===== src/rtl/mac_pkg.sv =====
// mac_pkg: shared widths, FSM state type and saturation limits for the MAC datapath.
package mac_pkg;

    localparam int PROD_W = 64;
    localparam int ACC_W  = 72;
    localparam int CNT_W  = 16;

    typedef enum logic [1:0] {IDLE, ACCUM, DONE} state_t;

    localparam logic [PROD_W-1:0] SAT_POS = {1'b0, {(PROD_W-1){1'b1}}};
    localparam logic [PROD_W-1:0] SAT_NEG = {1'b1, {(PROD_W-1){1'b0}}};

    function automatic logic [ACC_W-1:0] sext(input logic [PROD_W-1:0] p);
        return {{(ACC_W-PROD_W){p[PROD_W-1]}}, p};
    endfunction

endpackage


===== src/rtl/product_accumulator_if.sv =====
// product_accumulator_if: burst control, product input and result output handshakes.
interface product_accumulator_if;
    import mac_pkg::*;

    logic              start;
    logic [CNT_W-1:0]  len;
    logic              busy;
    logic              prod_valid;
    logic              prod_ready;
    logic [PROD_W-1:0] prod;
    logic              res_valid;
    logic              res_ready;
    logic [PROD_W-1:0] res;
    logic              ovf;

    modport master (
        output start, len, prod_valid, prod, res_ready,
        input  busy, prod_ready, res_valid, res, ovf
    );

    modport slave (
        input  start, len, prod_valid, prod, res_ready,
        output busy, prod_ready, res_valid, res, ovf
    );

endinterface


===== src/rtl/product_acc_clamp.sv =====
// product_acc_clamp: reduces the wide accumulator to a PROD_W result plus overflow flag.
// Defining ACC_SAT_EN clamps an overflowing result to the signed PROD_W limits instead of truncating.
module product_acc_clamp
    import mac_pkg::*;
(
    input  logic [ACC_W-1:0]  acc,
    output logic [PROD_W-1:0] res,
    output logic              ovf
);

    // Fits in PROD_W signed only when every bit from the result sign upward agrees.
    assign ovf = !((&acc[ACC_W-1:PROD_W-1]) || !(|acc[ACC_W-1:PROD_W-1]));

`ifdef ACC_SAT_EN
    assign res = ovf ? (acc[ACC_W-1] ? SAT_NEG : SAT_POS) : acc[PROD_W-1:0];
`else
    assign res = acc[PROD_W-1:0];
`endif

endmodule


===== src/rtl/product_accumulator.sv =====
// product_accumulator: sums a burst of signed products and returns one result per burst.
// Result saturation is selected by the ACC_SAT_EN macro inside product_acc_clamp.
module product_accumulator
    import mac_pkg::*;
(
    input  logic clk,
    input  logic rst,
    product_accumulator_if.slave bus
);

    state_t            state, state_nx;
    logic [ACC_W-1:0]  acc, acc_nx;
    logic [CNT_W-1:0]  cnt, cnt_nx;
    logic [PROD_W-1:0] res_q, res_c;
    logic              ovf_q, ovf_c;
    logic              prod_ready, res_valid, take;

    assign take = (state == ACCUM) && prod_ready && bus.prod_valid;

    always_comb begin
        state_nx = state;
        acc_nx   = acc;
        cnt_nx   = cnt;
        case (state)
            IDLE: if (bus.start) begin
                acc_nx   = '0;
                cnt_nx   = bus.len;
                state_nx = (bus.len == '0) ? DONE : ACCUM;
            end
            ACCUM: if (take) begin
                acc_nx   = acc + sext(bus.prod);
                cnt_nx   = cnt - CNT_W'(1);
                state_nx = (cnt == CNT_W'(1)) ? DONE : ACCUM;
            end
            DONE: state_nx = (res_valid && bus.res_ready) ? IDLE : DONE;
            default: state_nx = IDLE;
        endcase
    end

    // Clamp sees the next accumulator so the result registers on the final accept edge.
    product_acc_clamp u_clamp (
        .acc (acc_nx),
        .res (res_c),
        .ovf (ovf_c)
    );

    always_ff @(posedge clk or posedge rst) begin
        if (rst) begin
            state      <= IDLE;
            acc        <= '0;
            cnt        <= '0;
            prod_ready <= 1'b0;
            res_valid  <= 1'b0;
            res_q      <= '0;
            ovf_q      <= 1'b0;
        end else begin
            state      <= state_nx;
            acc        <= acc_nx;
            cnt        <= cnt_nx;
            prod_ready <= state_nx == ACCUM;
            res_valid  <= state_nx == DONE;
            if (state_nx == DONE && state != DONE) begin
                res_q <= res_c;
                ovf_q <= ovf_c;
            end
        end
    end

    assign bus.busy       = state != IDLE;
    assign bus.prod_ready = prod_ready;
    assign bus.res_valid  = res_valid;
    assign bus.res        = res_q;
    assign bus.ovf        = ovf_q;

endmodule


===== src/flat_wrapper.sv =====
// flat-port wrapper written by rule: the top's interface ports become plain ports
module product_accumulator_flat import mac_pkg::*;
  (clk, rst, bus_start, bus_len, bus_prod_valid, bus_prod, bus_res_ready, bus_busy, bus_prod_ready, bus_res_valid, bus_res, bus_ovf);
  product_accumulator_if bus_i ();
  input  logic clk;
  input  logic rst;
  input wire logic [$bits(bus_i.start)-1:0] bus_start;
  input wire logic [$bits(bus_i.len)-1:0] bus_len;
  input wire logic [$bits(bus_i.prod_valid)-1:0] bus_prod_valid;
  input wire logic [$bits(bus_i.prod)-1:0] bus_prod;
  input wire logic [$bits(bus_i.res_ready)-1:0] bus_res_ready;
  output wire logic [$bits(bus_i.busy)-1:0] bus_busy;
  output wire logic [$bits(bus_i.prod_ready)-1:0] bus_prod_ready;
  output wire logic [$bits(bus_i.res_valid)-1:0] bus_res_valid;
  output wire logic [$bits(bus_i.res)-1:0] bus_res;
  output wire logic [$bits(bus_i.ovf)-1:0] bus_ovf;
  assign bus_i.start = bus_start;
  assign bus_i.len = bus_len;
  assign bus_i.prod_valid = bus_prod_valid;
  assign bus_i.prod = bus_prod;
  assign bus_i.res_ready = bus_res_ready;
  assign bus_busy = bus_i.busy;
  assign bus_prod_ready = bus_i.prod_ready;
  assign bus_res_valid = bus_i.res_valid;
  assign bus_res = bus_i.res;
  assign bus_ovf = bus_i.ovf;
  product_accumulator u_core (.clk(clk), .rst(rst), .bus(bus_i));
endmodule

===== config.mk =====
export PLATFORM = sky130hd
export DESIGN_NAME = product_accumulator_flat
export DESIGN_NICKNAME = d
export VERILOG_FILES = /design/src/rtl/mac_pkg.sv /design/src/rtl/product_accumulator_if.sv /design/src/rtl/product_acc_clamp.sv /design/src/rtl/product_accumulator.sv /design/src/flat_wrapper.sv
export SDC_FILE = /design/constraint.sdc
export NUM_CORES = 1
export LEC_CHECK = 0
export CAP_MARGIN = 25
export CELL_PAD_IN_SITES_DETAIL_PLACEMENT = 0
export CELL_PAD_IN_SITES_GLOBAL_PLACEMENT = 2
export CORE_UTILIZATION = 35
export CTS_CLUSTER_SIZE = 12
export DETAILED_ROUTE_END_ITERATION = 8
export GPL_TIMING_DRIVEN = 0
export PLACE_DENSITY = 0.79
export SYNTH_ARGS = -nofsm -noshare
export SYNTH_HDL_FRONTEND = slang
export SYNTH_HIERARCHICAL = 1
export SYNTH_SLANG_ARGS = --single-unit
export TNS_END_PERCENT = 20

===== constraint.sdc =====
create_clock -name clk -period 6.1 [get_ports clk]
set_input_delay 0.915 -clock clk [delete_from_list [all_inputs] [get_ports clk]]
set_output_delay 0.915 -clock clk [all_outputs]
set_load 0.005 [all_outputs]

==> impl_metrics.env <==
export IMPL_outcome="completed"
export IMPL_cts_resized=0
export IMPL_cp_common_cell="o21ai_0"
export IMPL_worstPathArrival_ps=5480
export IMPL_cts_tree="yes"
export IMPL_cpPeakStageDelay_ps=490
export IMPL_hold_path_class="reg -> reg"
export IMPL_setup_tns_ps=0
export IMPL_final_core_util_pct=44.1
export IMPL_first_global_vias=9356
export IMPL_power_per_cell_area_mw_per_mm2=484
export IMPL_total_power_mw=6.75
export IMPL_hold_violations=0
export IMPL_numCtsBuffers=17
export IMPL_drc_errors=0
export IMPL_ios=153
export IMPL_instances_no_fill=1820
export IMPL_p_leak_nw=6.07
export IMPL_slew_viol_final=0
export IMPL_grt_pass1_wl_um=51600
export IMPL_rows=65
export IMPL_n_antenna_cell=0
export IMPL_reg2reg_depth=16
export IMPL_die_w_um=181
export IMPL_place_congestion=0.886
export IMPL_dp_hpwl_um=24500
export IMPL_clk_path_buf_depth=2
export IMPL_antenna_left=0
export IMPL_initial_core_util_pct=35.6
export IMPL_synthArstFlopShare_pct=100
export IMPL_postCtsSetupRepairBufs=0
export IMPL_ys_warn_count=6
export IMPL_final_nets=1564
export IMPL_rsz0062_at_grt="false"
export IMPL_synth_seq_area_share_pct=34.8
export IMPL_maxCapViolations=0
export IMPL_worst_slew_pin_transition_ps=916
export IMPL_firstDrtPassIters=5
export IMPL_crit_chain="clkdlybuf4s50_1 > ha_1 > fa_1 > a211oi_1 > o21bai_1 > a2111oi_2 > o21ai_0 > nand3b_1 > a21oi_1 > o31ai_2 > o21ai_1 > xnor2_1 > o21ai_0 > nand3_1 > nor3_1 > a31oi_1 > mux2_4"
export IMPL_drt_wl_total_um=32000
export IMPL_ys_ff_latch=157
export IMPL_hold_buffers=0
export IMPL_clock_latency_ps=450
export IMPL_holdPathStages=1
export IMPL_dp_cells=1788
export IMPL_place_area_mm2=0.0133
export IMPL_antenna_found_initial=0
export IMPL_portBuffers=152
export IMPL_endpoint_kind="register"
export IMPL_max_slew_margin_rel_pct=38.9
export IMPL_area_growth_pct=23.7
export IMPL_dieArea_mm2=0.0329
export IMPL_min_period_over_period_pct=84.3
export IMPL_setup_viol=0
export IMPL_nFillCells=3160
export IMPL_grtUsageTotal_pct=19.9
export IMPL_dr_first_iter_drc_count=631
export IMPL_clock_sinks=157
export IMPL_synth_flop_cell="dfrtp_1"
export IMPL_wl_per_cell_um=17.6
export IMPL_synth_area_mm2=0.0113
export IMPL_period_minus_slack_ps=5140
export IMPL_htree_levels=4
export IMPL_root_buffer="clkbuf_16"
export IMPL_clk_pin_slew_ps=70
export IMPL_syn_num_nets=1392
export IMPL_netlist_area_leader_share_pct=34.8
export IMPL_crit_slowest_cell="o31ai_2"
export IMPL_syn_area_per_cell_um2=9.14
export IMPL_ir_drop_uv=256
export IMPL_synth_area_leaders="dfrtp_1, ha_1, mux2_4"
export IMPL_required_ps=6440
export IMPL_clock_skew_final_ps=10.1
export IMPL_die_h_um=181
export IMPL_drive_above_1_share_pct=14.0
export IMPL_vias_per_cell=5.19
export IMPL_post_synth_num_cell_types=75
export IMPL_synth_edf_count=0
export IMPL_crit_path_start_kind="input port"
export IMPL_design_area_mm2=0.0139
export IMPL_fmax_ghz=0.194
export IMPL_grt_overflow_total=0
export IMPL_grt_max_degree=121
export IMPL_path_max_fanout=4
export IMPL_vias=9448
export IMPL_yosysTopAreaCell="dfrtp_1"
export IMPL_critical_path_class="in -> reg"
export IMPL_postSynthCellCount=1233
export IMPL_coreArea_mm2=0.0316
-- flip-flops by register name, indices dropped and copies added (netlist names) --
register,flops
u_core/acc,72
u_core/bus.ovf,1
u_core/bus.prod_ready,1
u_core/bus.res,64
u_core/bus.res_valid,1
u_core/cnt,16
u_core/state,2
-- cell type report --
cell class / instances / area (um2) / area share (%)
multi-input combinational: 931 / 6450 / 46.3
sequential: 157 / 3930 / 28.2
timing repair buffer: 153 / 1550 / 11.1
buffer: 126 / 826 / 5.92
tap: 402 / 503 / 3.61
clock buffer: 19 / 453 / 3.25
clock inverter: 13 / 155 / 1.11
inverter: 19 / 78.8 / 0.565
-- layout by cell type, fill, tap and decap left out, types with 4 or more instances in the layout --
cell,Yosys,layout
nand2_1,129,129
nor3_1,18,18
a22oi_1,7,7
clkinv_4,0,6
and3_1,5,5
nor3b_1,6,6
or2_2,4,4
xor2_1,29,29
buf_12,6,6
or3_1,4,4
inv_1,19,18
a21oi_1,115,115
o31ai_1,4,4
nor2_1,67,67
nand2b_1,7,7
clkbuf_16,0,17
o21ai_0,128,128
o211ai_1,4,4
mux2_2,15,15
clkbuf_1,48,48
o21bai_1,20,20
nand4_1,33,33
nor4_1,15,15
o21a_1,7,7
a211oi_1,10,10
dfrtp_1,157,157
ha_1,73,73
a21o_1,37,37
a31oi_1,7,7
buf_4,65,65
mux2_4,50,50
a22o_1,6,6
xnor2_1,34,34
clkdlybuf4s50_1,0,152
nand3_1,19,19
o21ai_1,7,7
nor2b_1,15,15
-- power by group --
part | leakage (nW) | internal (mW) | total (mW) | switching, mW
clock | 0.300 | 0.634 | 1.13 | 0.494
combinational | 3.73 | 1.74 | 4.05 | 2.31
sequential | 2.04 | 1.37 | 1.58 | 0.211
-- synth_stat cells, drive strengths merged (4+ instances only) --
cell and count:
ha 73, xnor2 34, nand2 129, a22o 6
a21boi 5, a211oi 12, xor2 29, o31ai 6
a22oi 7, nor2 67, nand3 19, buf 77
a31oi 7, o21ai 137, or3 6, o21a 7
nor2b 15, nand2b 7, clkbuf 49, a21o 37
mux2 65, nor3 19, nor4 17, or2 5
nor3b 7, and3 5, o211ai 4, a21oi 116
nand4 33, o21bai 20, inv 19, dfrtp 157
-- worst max-delay path, delay by kind of cell --
family,cells,cell delay (ps)
muxes,1,270
AOI/OAI and AO/OA,9,2460
and+or+nand+nor,3,520
buffers and inverters,1,450
adders and majority gates,2,700
xor gates and xnor gates,1,140
-- per-stage QoR --
stage	hold slack [ps]	worst slack, ps
floorplan	471	950
global placement	492	-1690
detailed placement	492	416
CTS	510	894
global route	526	745
finish	505	958
-- path summary, 6_finish.rpt --
check / slack (ps) / to / start
worst max-delay path: 960 / u_core/bus.ovf / bus_prod[0]
worst min-delay path: 510 / u_core/bus.res[30] / u_core/bus.res[30]
worst max register to register: 1530 / u_core/bus.ovf / u_core/acc[0]
worst min register to register: 510 / u_core/bus.res[30] / u_core/bus.res[30]
max in group asynchronous: 4370 / u_core/bus.res[56] / rst
min in group asynchronous: 830 / u_core/bus.res[20] / rst
-- kinds of logic (layout without fill, tap and decap cells) --
| kind of cell | after synthesis | count (layout) | share of synthesized area (%) |
|---|---|---|---|
| adder cells (fa/ha/maj) | 74 | 74 | 8.28 |
| buffers and inverters | 145 | 330 | 7.96 |
| XOR/XNOR | 63 | 63 | 4.89 |
| multiplexers | 66 | 66 | 8.25 |
| AND/OR/NAND/NOR | 341 | 341 | 14.7 |
| flip-flops | 157 | 157 | 34.8 |
| AO/OA/AOI/OAI | 387 | 387 | 21.1 |
-- per-layer routing --
layer  wire (um)  GRT usage, %  vias to the layer above
met5           0             0                        -
met4         375          4.61                        0
met3        1320          3.91                       19
met2       14000          30.3                      206
met1       16300          28.9                     4449
li1            -             -                     4774
Note: power is estimated with default switching activity, not from simulation.
